--- src/rtl/ltc1865_pkg.sv ---
// rtl/ltc1865_pkg.sv - shared constants and state encoding for the LTC1865 responder
package ltc1865_pkg;

  localparam int         DATA_W     = 16;
  localparam int         CFG_OS_BIT = 6;
  localparam int         CFG_SD_BIT = 7;
  localparam logic [7:0] CFG_CH0    = 8'h80;
  localparam logic [7:0] CFG_CH1    = 8'hC0;

  typedef enum logic [1:0] {
    IDLE  = 2'd0,
    CONV  = 2'd1,
    SHIFT = 2'd2
  } state_t;

endpackage

--- src/rtl/spi_pin_sync.sv ---
// rtl/spi_pin_sync.sv - 2-FF synchronizer with registered previous value for rise/fall pulses
module spi_pin_sync #(
  parameter int W = 3
) (
  input  logic         i_clk,
  input  logic         i_rst_n,
  input  logic [W-1:0] i_pin,
  output logic [W-1:0] o_sync,
  output logic [W-1:0] o_rise,
  output logic [W-1:0] o_fall
);

  logic [W-1:0] r_meta;
  logic [W-1:0] r_sync;
  logic [W-1:0] r_prev;

  // Reset to 1 so idle-high SCK/CS do not produce an edge out of reset.
  always_ff @(posedge i_clk or negedge i_rst_n) begin
    if (!i_rst_n) begin
      r_meta <= '1;
      r_sync <= '1;
      r_prev <= '1;
    end else begin
      r_meta <= i_pin;
      r_sync <= r_meta;
      r_prev <= r_sync;
    end
  end

  assign o_sync = r_sync;
  assign o_rise = r_sync & ~r_prev;
  assign o_fall = ~r_sync & r_prev;

endmodule

--- src/rtl/ltc1865_spi_responder.sv ---
// rtl/ltc1865_spi_responder.sv - SPI mode-3 responder emulating the LTC1865 one-frame pipeline
module ltc1865_spi_responder
  import ltc1865_pkg::*;
#(
  parameter int CONV_CLKS = 165,
  parameter int DATA_W    = 16
) (
  input  logic              i_clk,
  input  logic              i_rst_n,
  input  logic              i_sck,
  input  logic              i_scs,
  input  logic              i_sdi,
  output logic              o_sdo,
  input  logic [DATA_W-1:0] i_ch0_data,
  input  logic [DATA_W-1:0] i_ch1_data,
  output logic [7:0]        o_rx_cfg,
  output logic              o_rx_dv,
  output logic              o_busy,
  output logic              o_frame_err,
  output logic              o_conv_err
);

  localparam int CW = $clog2(DATA_W + 1);
  localparam int IW = $clog2(DATA_W);
  localparam int TW = $clog2(CONV_CLKS);

  logic [2:0] w_sync, w_rise, w_fall;
  logic [2:0] w_unused_pins;
  logic       w_sck_rise, w_sck_fall, w_cs_rise, w_cs_fall, w_sdi, w_sync_ok;

  state_t              r_state, w_state_nxt;
  logic                r_armed;
  logic [1:0]          r_sync_cnt;
  logic [CW-1:0]       r_bit_cnt;
  logic [7:0]          r_rx_sreg;
  logic [DATA_W-1:0]   r_tx_sreg, r_result, r_snapshot, w_load_word;
  logic [TW-1:0]       r_timer;
  logic [IW-1:0]       w_tx_idx;
  logic [7:0]          r_rx_cfg;
  logic                r_sdo, r_rx_dv, r_frame_err, r_conv_err;
  logic                w_start, w_done, w_accept, w_frame_err, w_conv_err;
  logic                w_shift_in, w_shift_out;

  spi_pin_sync #(.W(3)) u_pin_sync (
    .i_clk   (i_clk),
    .i_rst_n (i_rst_n),
    .i_pin   ({i_sck, i_scs, i_sdi}),
    .o_sync  (w_sync),
    .o_rise  (w_rise),
    .o_fall  (w_fall)
  );

  assign w_sck_rise    = w_rise[2];
  assign w_sck_fall    = w_fall[2];
  assign w_cs_rise     = w_rise[1];
  assign w_cs_fall     = w_fall[1] & r_armed;
  assign w_sdi         = w_sync[0];
  assign w_unused_pins = {w_sync[2], w_rise[0], w_fall[0]};
  // The synchronizer outputs carry reset values for two cycles; arm only on a real CS-high sample.
  assign w_sync_ok     = (r_sync_cnt == 2'd2);
  assign w_load_word   = w_done ? r_snapshot : r_result;
  assign w_tx_idx      = IW'(DATA_W - 1) - r_bit_cnt[IW-1:0];

  always_ff @(posedge i_clk or negedge i_rst_n) begin
    if (!i_rst_n) r_state <= IDLE;
    else          r_state <= w_state_nxt;
  end

  always_comb begin
    w_state_nxt = r_state;
    w_start     = 1'b0;
    w_done      = 1'b0;
    w_accept    = 1'b0;
    w_frame_err = 1'b0;
    w_conv_err  = 1'b0;
    w_shift_in  = 1'b0;
    w_shift_out = 1'b0;
    case (r_state)
      IDLE: begin
        if (w_cs_fall) begin
          w_state_nxt = SHIFT;
          w_start     = 1'b1;
        end
      end
      CONV: begin
        // A CS fall on the very cycle the timer expires still gets the fresh result.
        if (w_cs_fall) begin
          w_state_nxt = SHIFT;
          w_start     = 1'b1;
          if (r_timer == '0) w_done     = 1'b1;
          else               w_conv_err = 1'b1;
        end else if (r_timer == '0) begin
          w_done      = 1'b1;
          w_state_nxt = IDLE;
        end
      end
      SHIFT: begin
        if (w_cs_rise) begin
          if (r_bit_cnt == CW'(DATA_W)) begin
            w_accept    = 1'b1;
            w_state_nxt = CONV;
          end else begin
            w_frame_err = 1'b1;
            w_state_nxt = IDLE;
          end
        end else begin
          w_shift_in  = w_sck_rise;
          w_shift_out = w_sck_fall;
        end
      end
      default: w_state_nxt = IDLE;
    endcase
  end

  always_ff @(posedge i_clk or negedge i_rst_n) begin
    if (!i_rst_n) begin
      r_armed     <= 1'b0;
      r_sync_cnt  <= 2'd0;
      r_bit_cnt   <= '0;
      r_rx_sreg   <= '0;
      r_tx_sreg   <= '0;
      r_result    <= '0;
      r_snapshot  <= '0;
      r_timer     <= '0;
      r_rx_cfg    <= CFG_CH0;
      r_sdo       <= 1'b0;
      r_rx_dv     <= 1'b0;
      r_frame_err <= 1'b0;
      r_conv_err  <= 1'b0;
    end else begin
      r_rx_dv     <= w_accept;
      r_frame_err <= w_frame_err;
      r_conv_err  <= w_conv_err;
      if (!w_sync_ok)           r_sync_cnt <= r_sync_cnt + 2'd1;
      if (w_sync_ok && w_sync[1]) r_armed  <= 1'b1;
      if (w_done)               r_result   <= r_snapshot;
      if (w_start) begin
        r_bit_cnt <= '0;
        r_tx_sreg <= w_load_word;
        r_sdo     <= w_load_word[DATA_W-1];
      end
      if (w_accept) begin
        r_rx_cfg   <= r_rx_sreg;
        r_snapshot <= r_rx_sreg[CFG_OS_BIT] ? i_ch1_data : i_ch0_data;
        r_timer    <= TW'(CONV_CLKS - 1);
      end else if (r_state == CONV && r_timer != '0) begin
        r_timer <= r_timer - TW'(1);
      end
      if (w_shift_in) begin
        if (r_bit_cnt < CW'(8))      r_rx_sreg <= {r_rx_sreg[6:0], w_sdi};
        if (r_bit_cnt != CW'(DATA_W)) r_bit_cnt <= r_bit_cnt + CW'(1);
      end
      if (w_shift_out) begin
        if (r_bit_cnt == CW'(DATA_W)) r_sdo <= 1'b0;
        else if (r_bit_cnt != '0)     r_sdo <= r_tx_sreg[w_tx_idx];
      end
    end
  end

  assign o_sdo       = r_sdo;
  assign o_rx_cfg    = r_rx_cfg;
  assign o_rx_dv     = r_rx_dv;
  assign o_busy      = (r_state == CONV);
  assign o_frame_err = r_frame_err;
  assign o_conv_err  = r_conv_err;

endmodule

--- config.mk ---
export PLATFORM = sky130hd
export DESIGN_NAME = ltc1865_spi_responder
export DESIGN_NICKNAME = d
export VERILOG_FILES = /design/src/rtl/ltc1865_pkg.sv /design/src/rtl/spi_pin_sync.sv /design/src/rtl/ltc1865_spi_responder.sv
export SDC_FILE = /design/constraint.sdc
export NUM_CORES = 1
export LEC_CHECK = 0
export BUFFER_PORTS_ARGS = -buffer_cell sky130_fd_sc_hd__buf_2
export CORE_UTILIZATION = 57
export DETAILED_ROUTE_END_ITERATION = 12
export HOLD_SLACK_MARGIN = 0.06
export PLACE_DENSITY = 0.76
export SETUP_SLACK_MARGIN = 0.3
export SYNTH_ARGS = -nofsm -noshare
export SYNTH_HDL_FRONTEND = slang
export SYNTH_SLANG_ARGS = --single-unit
--- constraint.sdc ---
create_clock -name i_clk -period 2.5 [get_ports i_clk]
set_clock_uncertainty 0.15 [all_clocks]
set_input_delay 0.5 -clock i_clk [delete_from_list [all_inputs] [get_ports i_clk]]
set_output_delay 0.5 -clock i_clk [all_outputs]
set_load 0.03 [all_outputs]
==> impl_metrics.py <==
metrics = {
    "logic_synthesis": {
        "ys_top_cells_by_count": "85 x dfrtp_1, 50 x nand2_1, 32 x mux2_2",
        "synthArstFlopShare_pct": 100,
        "synth.net_count": 362,
        "yosysSeqAreaShare_pct": 58.8,
        "ys_top_cells_by_area": "dfrtp_1 53%, mux2_2 9.0%, dfstp_2 5.9%",
        "yosysMostFrequentCell": "dfrtp_1",
        "ys_seq_elements": 94,
        "synth.top_cell.area_share_pct": 52.9,
        "synthCells": 320,
        "syn_area_sq_um": 4020,
        "synth.largest_area_cell": "dfrtp_1",
        "avgSynthCellArea_sq_um": 12.6,
        "yosys_warnings": 0,
        "synth_cell_type_count": 49,
        "synth_flop_cell": "dfrtp_1",
        "synth_enable_flop_cells": 0,
    },
    "final_layout": {
        "syn_to_final_growth_pct": 15.8,
        "multiInputGateArea_sq_um": 1570,
        "drive_above_1_share_pct": 34.6,
        "nFillCells": 484,
        "fin_nets": 419,
        "n_antenna_cell": 0,
        "area.sequential_sq_um": 2360,
    },
    "grt": {
        "grtUsageTotal_pct": 21.7,
        "grt_pass1_wl_um": 12000,
        "grt-ovfl-total": 0,
        "grt_pass1_vias": 2453,
        "grt_start_max_net_pins": 48,
        "antenna_found_initial": 0,
    },
    "critical_path": {
        "r2r-start": "u_pin_sync.r_prev[1]",
        "r2r_end": "r_rx_sreg[2]",
        "reg2reg_slack_ns": 0.36,
        "start_kind": "register",
        "cp-end-kind": "register",
        "critPathKind": "register to register",
        "crit_end": "r_rx_sreg[2]",
        "worst-r2r-cell-count": 4,
        "crit_arrival_ns": 2.25,
        "critical_path.max_fanout": 8,
        "cp-startpoint": "u_pin_sync.r_prev[1]",
        "timing.critical_path.required_ns": 2.61,
    },
    "clocking": {
        "cts_buffers": 9,
        "cts_tree": "done",
        "clk_latency_ns": 0.37,
        "clockBufferDepth": 2,
        "h-tree-depth": 3,
        "clock_sinks": 94,
        "cts-root-buf": "clkbuf_8",
        "clkTransAtPathRegs_ns": 0.09,
    },
    "placement": {
        "io_buffers": 49,
        "dpl.hpwl_um": 4850,
        "gp_congestion": 0.819,
    },
    "timing": {
        "rsz0062_at_grt": "true",
        "period_minus_slack_ns": 2.14,
        "worst_pin_slew_ns": 0.616,
        "slew_viol_final": 0,
        "clock.fmax_mhz": 466,
        "fin_tns_setup_ns": 0,
        "setup-violations-final": 0,
        "finalHoldViolCount": 0,
        "fin_crit_sh_pct": 85.8,
        "slew_headroom_pct": 58.9,
    },
    "route": {
        "ant_nets": 0,
        "firstDrtPassIters": 6,
        "drc": 0,
        "via_per_inst": 5.28,
        "drt_iter0_drc": 83,
        "vias": 2525,
        "wl_per_cell_um": 14.8,
        "routed_wl_um": 7090,
    },
    "die": {
        "io_pins": 50,
        "dieArea_sq_um": 7400,
        "row_count": 30,
        "initial_core_util_pct": 59.2,
        "die_w_um": 86.0,
        "die_h_um": 86.0,
        "core-area_sq_um": 6790,
    },
    "hold_path": {
        "worstHoldStart": "u_pin_sync.r_meta[2]",
        "hold_class": "register to register",
    },
    "power_and_ir_drop": {
        "power_mw": 3.00,
        "leakagePower_nw": 2.32,
        "powerDensity_nw_per_um2": 643,
        "vdd_drop_max_uv": 353,
    },
    "job": {
        "drv_cap": 0,
    },
    "run_status": {
        "outcome": "complete, no violations",
    },
}
==> what timing repair did <==
item	CTS	global route
hold buffers	4	0
setup endpoints to repair	15	38
hold endpoints to repair	42	0
pin swaps	1	0
resized for setup	0	3
buffers inserted	1	0
==> critical path, cell delays in order, from the launching register on <==
cell and delay, ns:
dfstp_2 0.55, nand2b_1 0.20, nand3_1 0.24, or3_1 0.55, mux2_2 0.34
==> cell families (layout without fill, tap and decap cells) <==
group,after synthesis,after routing,share of synthesized area (%)
XOR/XNOR,4,4,0.871
buffers and inverters,22,84,2.43
AND/OR/NAND/NOR,96,96,12.4
flip-flops,94,94,58.8
multiplexers,63,63,18.6
adder cells (fa/ha/maj),5,5,1.56
AO/OA/AOI/OAI,36,36,5.38
==> metrics by stage <==
step | setup WS [ns] | instance area [sq um] | util, % | std cells | hold slack (ns)
2_1_floorplan | 0.430 | 4020 | - | 320 | 0.0544
3_3_place_gp | 0.344 | 4400 | 64.7 | 457 | 0.198
3_5_place_dp | 0.253 | 4400 | 64.7 | 457 | 0.198
4_1_cts | 0.359 | 4650 | 68.4 | 478 | 0.215
5_1_grt | 0.279 | 4660 | 68.6 | 478 | 0.217
6_report | 0.355 | 4660 | 68.6 | 478 | 0.214
==> cell usage in the layout (no fill, tap or decap), types with 2 or more instances in the layout <==
cell type / netlist / routed
dfrtp_1: 85 / 85
nand2_1: 50 / 50
buf_2: 6 / 48
mux2_2: 32 / 32
o21ai_0: 20 / 20
mux2i_1: 20 / 20
nor2_1: 9 / 9
clkbuf_8: 0 / 9
dfstp_2: 9 / 9
nand3_1: 8 / 8
mux2_4: 8 / 8
inv_1: 7 / 6
ha_1: 5 / 5
buf_4: 0 / 5
nor2b_1: 4 / 4
dlygate4sd3_1: 0 / 4
o31ai_1: 3 / 3
mux4_2: 3 / 3
xnor2_1: 3 / 3
a21oi_1: 3 / 3
and3_1: 3 / 3
buf_12: 0 / 3
and2b_1: 2 / 2
nor3_1: 2 / 2
nor4b_1: 2 / 2
o32ai_1: 2 / 2
a21o_1: 2 / 2
inv_8: 0 / 2
==> worst min path at each step <==
stage                     depth (start not counted)                    to  slack (ns)
after floorplan                                   0            o_conv_err        0.05
after global placement                            0  u_pin_sync.o_sync[0]        0.20
after detailed placement                          0  u_pin_sync.o_sync[2]        0.20
after CTS                                         0  u_pin_sync.o_sync[0]        0.22
after global routing                              0  u_pin_sync.o_sync[2]        0.22
final                                             0  u_pin_sync.o_sync[2]        0.21
==> layer usage <==
layer | wire length (um) | GRT usage [%] | vias to the layer above
met2 | 3380 | 34.1 | 50
met1 | 3400 | 29.5 | 1241
li1 | - | - | 1230
met3 | 245 | 6.45 | 4
met5 | 0 | 0 | -
met4 | 61 | 6.36 | 0
==> power by group <==
part	internal (mW)	total, mW	switching (mW)
sequential	1.60	1.66	0.0613
combinational	0.183	0.371	0.188
clock	0.387	0.962	0.575
total	2.17	3.00	0.825
==> registers in the layout, summed over array words and instances, names as in the netlist, 2 cells and up <==
register,count
o_rx_cfg,8
r_bit_cnt,5
r_result,16
r_rx_sreg,8
r_snapshot,16
r_state,2
r_sync_cnt,2
r_timer,8
r_tx_sreg,16
u_pin_sync.o_sync,3
u_pin_sync.r_meta,3
u_pin_sync.r_prev,2
==> area by class of cell <==
type	count	share of cell area, %
flip-flops and latches	94	50.7
multi-input cells	204	33.6
repair buffers	61	8.35
clock buffers	9	2.66
well taps	96	2.58
clock inverters	7	1.48
inverters	7	0.564
No activity file was read; power rests on OpenSTA's default activity.
